## src/rtl/rv32e_instruction_encoder_if.sv

```systemverilog
// rv32e_instruction_encoder_if: request and result streams of the RV32E encoder.
interface rv32e_instruction_encoder_if #(parameter int CNT_W = 16);
    logic             in_valid;
    logic             in_ready;
    logic [3:0]       in_class;
    logic [4:0]       in_rd;
    logic [4:0]       in_rs1;
    logic [4:0]       in_rs2;
    logic [2:0]       in_funct3;
    logic             in_alt;
    logic [31:0]      in_imm;
    logic             out_valid;
    logic             out_ready;
    logic [31:0]      out_instr;
    logic             out_err;
    logic [CNT_W-1:0] enc_count;
    logic [CNT_W-1:0] err_count;
    modport slave (
        input  in_valid, in_class, in_rd, in_rs1, in_rs2, in_funct3, in_alt, in_imm, out_ready,
        output in_ready, out_valid, out_instr, out_err, enc_count, err_count
    );
    modport master (
        output in_valid, in_class, in_rd, in_rs1, in_rs2, in_funct3, in_alt, in_imm, out_ready,
        input  in_ready, out_valid, out_instr, out_err, enc_count, err_count
    );
endinterface

```

## src/rtl/rv32e_instruction_encoder.sv

```systemverilog
// rv32e_instruction_encoder: packs decoded RV32E micro-op fields into instruction words,
// flags illegal requests, and queues results in an output FIFO.
module rv32e_instruction_encoder #(
    parameter int DEPTH = 4,
    parameter int CNT_W = 16
) (
    input logic clk,
    input logic rst_n,
    rv32e_instruction_encoder_if.slave bus
);
    localparam int AW = $clog2(DEPTH);
    logic [3:0]         c;
    logic [2:0]         f3, f3_f;
    logic [31:0]        imm, word;
    logic signed [31:0] simm;
    logic               alt, u_rd, u_rs1, u_rs2, is_shift, i_ok;
    logic               reg_bad, f3_bad, imm_bad, alt_bad, err;
    logic [6:0]         opc;
    logic [4:0]         rd, rs1, rs2;
    logic [32:0]        mem_q [DEPTH];
    logic [32:0]        head;
    logic [AW-1:0]      wp_q, rp_q;
    logic [AW:0]        cnt_q, cnt_d;
    logic [CNT_W-1:0]   enc_q, enc_d, errc_q, errc_d;
    logic               push, pop;
    assign c    = bus.in_class;
    assign f3   = bus.in_funct3;
    assign imm  = bus.in_imm;
    assign simm = $signed(bus.in_imm);
    assign alt  = bus.in_alt;
    always_comb begin
        u_rd     = c inside {4'd0, 4'd1, 4'd2, 4'd3, 4'd5, 4'd7, 4'd8};
        u_rs1    = c inside {4'd3, 4'd4, 4'd5, 4'd6, 4'd7, 4'd8};
        u_rs2    = c inside {4'd4, 4'd6, 4'd8};
        is_shift = c == 4'd7 && f3[1:0] == 2'b01;
        i_ok     = simm >= -32'sd2048 && simm <= 32'sd2047;
        reg_bad  = (u_rd && bus.in_rd[4]) || (u_rs1 && bus.in_rs1[4]) || (u_rs2 && bus.in_rs2[4]);
        f3_bad   = (c == 4'd4 && f3[2:1] == 2'b01) || (c == 4'd5 && (f3 == 3'd3 || f3[2:1] == 2'b11)) ||
                   (c == 4'd6 && f3 >= 3'd3) || (c == 4'd3 && f3 != 3'd0);
        imm_bad  = is_shift ? imm[31:5] != 27'd0 :
                   (c inside {4'd3, 4'd5, 4'd6, 4'd7}) ? !i_ok :
                   c == 4'd4 ? simm < -32'sd4096 || simm > 32'sd4094 || imm[0] :
                   c == 4'd2 ? simm < -32'sd1048576 || simm > 32'sd1048574 || imm[0] :
                   (c inside {4'd0, 4'd1}) ? imm[11:0] != 12'd0 : 1'b0;
        alt_bad  = alt && !((c == 4'd8 && (f3 == 3'd0 || f3 == 3'd5)) || (c == 4'd7 && f3 == 3'd5));
        err      = c >= 4'd9 || reg_bad || f3_bad || imm_bad || alt_bad;
        rd       = u_rd ? bus.in_rd : 5'd0;
        rs1      = u_rs1 ? bus.in_rs1 : 5'd0;
        rs2      = u_rs2 ? bus.in_rs2 : 5'd0;
        f3_f     = (c inside {4'd0, 4'd1, 4'd2, 4'd3}) ? 3'd0 : f3;
        opc      = c == 4'd0 ? 7'h37 : c == 4'd1 ? 7'h17 : c == 4'd2 ? 7'h6F : c == 4'd3 ? 7'h67 :
                   c == 4'd4 ? 7'h63 : c == 4'd5 ? 7'h03 : c == 4'd6 ? 7'h23 : c == 4'd7 ? 7'h13 : 7'h33;
        case (c)
            4'd0, 4'd1: word = {imm[31:12], rd, opc};
            4'd2:       word = {imm[20], imm[10:1], imm[11], imm[19:12], rd, opc};
            4'd4:       word = {imm[12], imm[10:5], rs2, rs1, f3_f, imm[4:1], imm[11], opc};
            4'd6:       word = {imm[11:5], rs2, rs1, f3_f, imm[4:0], opc};
            4'd8:       word = {1'b0, alt, 5'd0, rs2, rs1, f3_f, rd, opc};
            default:    word = is_shift ? {1'b0, alt, 5'd0, imm[4:0], rs1, f3_f, rd, opc}
                                        : {imm[11:0], rs1, f3_f, rd, opc};
        endcase
        if (err) word = 32'd0;
    end
    assign push          = bus.in_valid && bus.in_ready;
    assign pop           = bus.out_valid && bus.out_ready;
    assign cnt_d         = cnt_q + (AW+1)'(push) - (AW+1)'(pop);
    assign enc_d         = (push && !err && ~&enc_q) ? enc_q + CNT_W'(1) : enc_q;
    assign errc_d        = (push && err && ~&errc_q) ? errc_q + CNT_W'(1) : errc_q;
    assign head          = mem_q[rp_q];
    assign bus.in_ready  = cnt_q != (AW+1)'(DEPTH);
    assign bus.out_valid = cnt_q != '0;
    assign bus.out_instr = bus.out_valid ? head[31:0] : 32'd0;
    assign bus.out_err   = bus.out_valid && head[32];
    assign bus.enc_count = enc_q;
    assign bus.err_count = errc_q;
    // Storage is left unreset; the head is masked by out_valid.
    always_ff @(posedge clk) begin
        if (push) mem_q[wp_q] <= {err, word};
    end
    always_ff @(posedge clk or negedge rst_n) begin
        if (!rst_n) begin
            wp_q   <= '0;
            rp_q   <= '0;
            cnt_q  <= '0;
            enc_q  <= '0;
            errc_q <= '0;
        end else begin
            wp_q   <= push ? wp_q + AW'(1) : wp_q;
            rp_q   <= pop ? rp_q + AW'(1) : rp_q;
            cnt_q  <= cnt_d;
            enc_q  <= enc_d;
            errc_q <= errc_d;
        end
    end
endmodule

```

## src/flat_wrapper.sv

```systemverilog
// flat-port wrapper written by rule: the top's interface ports become plain ports
module rv32e_instruction_encoder_flat 
#(
    parameter int DEPTH = 4,
    parameter int CNT_W = 16
)
  (clk, rst_n, bus_in_valid, bus_in_class, bus_in_rd, bus_in_rs1, bus_in_rs2, bus_in_funct3, bus_in_alt, bus_in_imm, bus_out_ready, bus_in_ready, bus_out_valid, bus_out_instr, bus_out_err, bus_enc_count, bus_err_count);
  rv32e_instruction_encoder_if #(.CNT_W(CNT_W)) bus_i ();
  input logic clk;
  input logic rst_n;
  input wire logic [$bits(bus_i.in_valid)-1:0] bus_in_valid;
  input wire logic [$bits(bus_i.in_class)-1:0] bus_in_class;
  input wire logic [$bits(bus_i.in_rd)-1:0] bus_in_rd;
  input wire logic [$bits(bus_i.in_rs1)-1:0] bus_in_rs1;
  input wire logic [$bits(bus_i.in_rs2)-1:0] bus_in_rs2;
  input wire logic [$bits(bus_i.in_funct3)-1:0] bus_in_funct3;
  input wire logic [$bits(bus_i.in_alt)-1:0] bus_in_alt;
  input wire logic [$bits(bus_i.in_imm)-1:0] bus_in_imm;
  input wire logic [$bits(bus_i.out_ready)-1:0] bus_out_ready;
  output wire logic [$bits(bus_i.in_ready)-1:0] bus_in_ready;
  output wire logic [$bits(bus_i.out_valid)-1:0] bus_out_valid;
  output wire logic [$bits(bus_i.out_instr)-1:0] bus_out_instr;
  output wire logic [$bits(bus_i.out_err)-1:0] bus_out_err;
  output wire logic [$bits(bus_i.enc_count)-1:0] bus_enc_count;
  output wire logic [$bits(bus_i.err_count)-1:0] bus_err_count;
  assign bus_i.in_valid = bus_in_valid;
  assign bus_i.in_class = bus_in_class;
  assign bus_i.in_rd = bus_in_rd;
  assign bus_i.in_rs1 = bus_in_rs1;
  assign bus_i.in_rs2 = bus_in_rs2;
  assign bus_i.in_funct3 = bus_in_funct3;
  assign bus_i.in_alt = bus_in_alt;
  assign bus_i.in_imm = bus_in_imm;
  assign bus_i.out_ready = bus_out_ready;
  assign bus_in_ready = bus_i.in_ready;
  assign bus_out_valid = bus_i.out_valid;
  assign bus_out_instr = bus_i.out_instr;
  assign bus_out_err = bus_i.out_err;
  assign bus_enc_count = bus_i.enc_count;
  assign bus_err_count = bus_i.err_count;
  rv32e_instruction_encoder #(.DEPTH(DEPTH), .CNT_W(CNT_W)) u_core (.clk(clk), .rst_n(rst_n), .bus(bus_i));
endmodule
```

## config.mk

```make
export PLATFORM = sky130hd
export DESIGN_NAME = rv32e_instruction_encoder_flat
export DESIGN_NICKNAME = d
export VERILOG_FILES = /design/src/rtl/rv32e_instruction_encoder_if.sv /design/src/rtl/rv32e_instruction_encoder.sv /design/src/flat_wrapper.sv
export SDC_FILE = /design/constraint.sdc
export NUM_CORES = 1
export LEC_CHECK = 0
export CAP_MARGIN = 10
export CORE_ASPECT_RATIO = 0.9
export CORE_MARGIN = 2
export CORE_UTILIZATION = 35
export DETAILED_ROUTE_END_ITERATION = 7
export DONT_BUFFER_PORTS = 1
export GPL_TIMING_DRIVEN = 0
export HOLD_SLACK_MARGIN = 0.03
export MAX_ROUTING_LAYER = met4
export PLACE_DENSITY = 0.46
export SKIP_CTS_REPAIR_TIMING = 1
export SKIP_LAST_GASP = 1
export SLEW_MARGIN = 20
export SYNTH_ARGS = -nofsm -noshare
export SYNTH_HDL_FRONTEND = slang
export SYNTH_SLANG_ARGS = --single-unit
```

## constraint.sdc

```tcl
create_clock -name clk -period 2.7 [get_ports clk]
set_input_delay 0.405 -clock clk [delete_from_list [all_inputs] [get_ports clk]]
set_output_delay 0.405 -clock clk [all_outputs]
set_load 0.05 [all_outputs]
```

==> results.md <==
* Final Max Slew Viols at 0
* Post-synthesis sequential area ratio at 61.86%
* Core area at 21760 µm²
* Clock sinks at 167
* Worst endpoint data arrival time at 2840 ps
* Leading cell type in the layout, fill and taps excluded: edfxtp_1
* Syn nets at 625
* Async SR Flop Fraction at 23.35%
* Mapped Cells at 557
* Clock Pin Slew Worst Setup and Hold Paths at 70 ps
* Sum Neg Setup Slack at 0 ps
* CTS tree: yes
* Worst Skew at 12.87 ps
* Util after Layout at 42.15%
* TritonCTS buffer count at 17
* Comb power frac at 36.5%
* Total gr overflow at 0
* Vias at 4922
* Crit Path Max Fanout at 13
* Vias in the first global route at 5078
* Rows at 51
* Final #Nets at 652
* Flop pwr share at 38.1%
* Initial antenna violation count at 0
* Clk_lat worst skew at 420 ps
* Worst Hold Class: in -> reg
* Leak at 3.258 nW
* Gp weighted congestion at 0.8576
* Post-synthesis register bit count at 167
* Initial drt markers at 290
* Die height at 145.5 µm
* DRT antenna net count at 0
* Clk pwr share at 25.4%
* CP endpoint kind: flip-flop
* YS warnings at 0
* Routed wl met3 at 1440 µm
* Pwr/cell area at 1060 nW/µm²
* Fin. Hold Viols at 0
* Post-synth EDFFs at 128
* DRC Markers at 0
* Chip width at 161.3 µm
* Power, Total at 9.724 mW
* Commonest non-fill, non-tap cells in the layout: edfxtp_1 (128), dfrtp_1 (34), mux4_2 (32), and2_1 (28), xnor2_1 (21)
* ANT cells at 0
* Worst EP required at 2940 ps
* Max cap viols at 0
* Sw frac at 40.76%
* Met2 WL post-DR at 9575 µm
* Final setup viols at 0
* Mean area per synthesized cell at 13.99 µm²
* Post-detail-place hpwl at 14360 µm
* DIE AREA at 23470 µm²
* H-tree Lvls at 4
* DR top layer: met4
* Main synth FF type: edfxtp_1
* Period minus WS final at 2592 ps
* Dpl cells at 852
* Status: complete, no violations
* Number of iterations in the first detailed-routing pass at 5
* Largest net degree at the start of global routing at 40
* Layout Cells excl Fill at 888
* Clock Path Buffers at 2
* # IOs at 126
* DR WL/cell at 23.09 µm
* Root Driver: clkbuf_16
* Met1 Wirelength at 9373 µm
* RSZ-0062 raised after global routing: false
* Fin crit share at 96.01%
* Total GRT Usage at 18.31%
* First-pass GRT wire length at 31050 µm
* Worst-Margin Slew at 813.3 ps
* Initial Util at 35.81%
* Register-to-register setup slack at 150 ps
* P_int at 5.760 mW
* Layout cells sized above 1 at 26.63%
* IO buf count at 0
* CP Launch Type: primary input
* Vias per cell at 5.543
* Switch Pwr at 3.964 mW
* Setup CP Type: in -> reg
* Fmax at 0.3858 GHz
* Synthesized area at 7791 µm²
* Cell variety after synth at 57
* Layout area overhead at 17.73%
* Drt total wl at 20500 µm
* Rel. slew slack at 45.78%
* Max VDD drop at 0.5027 mV
final cells by class:
class / count / area, µm²
tap: 291 / 364.1
clock inverter: 8 / 81.33
sequential: 167 / 4826
inverter: 11 / 41.29
multi-input combinational: 348 / 2995
timing repair buffer: 9 / 155.1
fill: 2053 / 12590
clock buffer: 24 / 529.3
buffer: 30 / 180.2
Yosys cell counts (all sizes together), types with 3 or more instances:
| cell type | number | area, µm² |
|---|---|---|
| nor3 | 20 | 100.1 |
| inv | 11 | 41.29 |
| mux2i | 3 | 30.03 |
| nand4 | 18 | 118.9 |
| nor4 | 10 | 62.56 |
| a211oi | 5 | 50.05 |
| buf | 13 | 70.07 |
| or2 | 4 | 25.03 |
| and4 | 4 | 35.03 |
| and3 | 13 | 81.33 |
| a22oi | 18 | 135.1 |
| nand3b | 3 | 22.52 |
| nand2b | 3 | 18.77 |
| a21oi | 13 | 65.06 |
| mux2 | 4 | 45.04 |
| ha | 8 | 100.1 |
| xnor2 | 22 | 200.2 |
| nor2 | 46 | 172.7 |
| dfrtp | 39 | 975.9 |
| or3 | 4 | 25.02 |
| a222oi | 4 | 40.04 |
| and2 | 33 | 206.5 |
| o21ai | 6 | 33.78 |
| xor2 | 13 | 113.9 |
| edfxtp | 128 | 3844 |
| nand3 | 18 | 90.09 |
| mux4 | 32 | 720.7 |
| or4 | 5 | 41.29 |
| clkbuf | 18 | 67.56 |
| nand2 | 18 | 67.56 |
kinds of logic after synthesis:
family,Yosys count,synth area share [%]
flops,167,61.86
buf+inv,42,2.296
mux,39,10.21
compound gates,59,5.573
fa+ha+maj,9,1.542
xor+xnor,35,4.031
simple gates,206,14.49
power groups by stage:
stage,logic (mW),clock network (mW),registers [mW]
after floorplan,2.83,0,3.67
after CTS,3.56,2.52,3.68
after global routing,3.80,2.63,3.75
final,3.55,2.47,3.70
after detailed placement,3.55,0,3.73
after global placement,3.41,0,3.73
sequential cells by signal, indices dropped and copies added (netlist names):
name                  flops
u_core.wp_q               2
u_core.bus.enc_count     16
u_core.mem_q            128
u_core.rp_q               2
u_core.bus.err_count     16
u_core.cnt_q              3
worst paths after layout:
| kind | start | depth (start not counted) | end |
|---|---|---|---|
| min in group asynchronous | rst_n | 2 | u_core.bus.enc_count[12] |
| worst min register to register | u_core.cnt_q[2] | 1 | u_core.cnt_q[2] |
| max in group asynchronous | rst_n | 2 | u_core.bus.err_count[3] |
| worst max-delay path | bus_in_class[2] | 11 | u_core.mem_q[1][26] |
| worst max register to register | u_core.cnt_q[2] | 9 | u_core.cnt_q[2] |
| worst min-delay path | bus_out_ready | 2 | u_core.rp_q[0] |
metal layers:
| metal | global-route usage [%] | vias to the layer above |
|---|---|---|
| met5 | - | - |
| li1 | - | 2201 |
| met3 | 5.500 | 6 |
| met1 | 24.52 | 2563 |
| met2 | 27.85 | 152 |
| met4 | 3.616 | 0 |
worst max-delay path: stages:
cell      delay [ps]
buf_6            110
or4b_4           540
o32a_1           200
o21ai_2          130
nand4_2          140
a211oi_4         410
inv_2             80
buf_6            160
buf_2            220
buf_6            210
nor2_2           200
through the flow:
step / hold WS, ps / setup slack (ps) / instance area (µm²)
2_1_floorplan: 109.4 / -34.83 / 7794
3_3_place_gp: 110.6 / -1108 / 8158
3_5_place_dp: 110.8 / -1115 / 8258
4_1_cts: -345.8 / -795.9 / 8869
5_1_grt: 287.4 / 6.332 / 9173
6_report: 268.5 / 107.8 / 9173
Note: power is estimated with default switching activity, not from simulation.
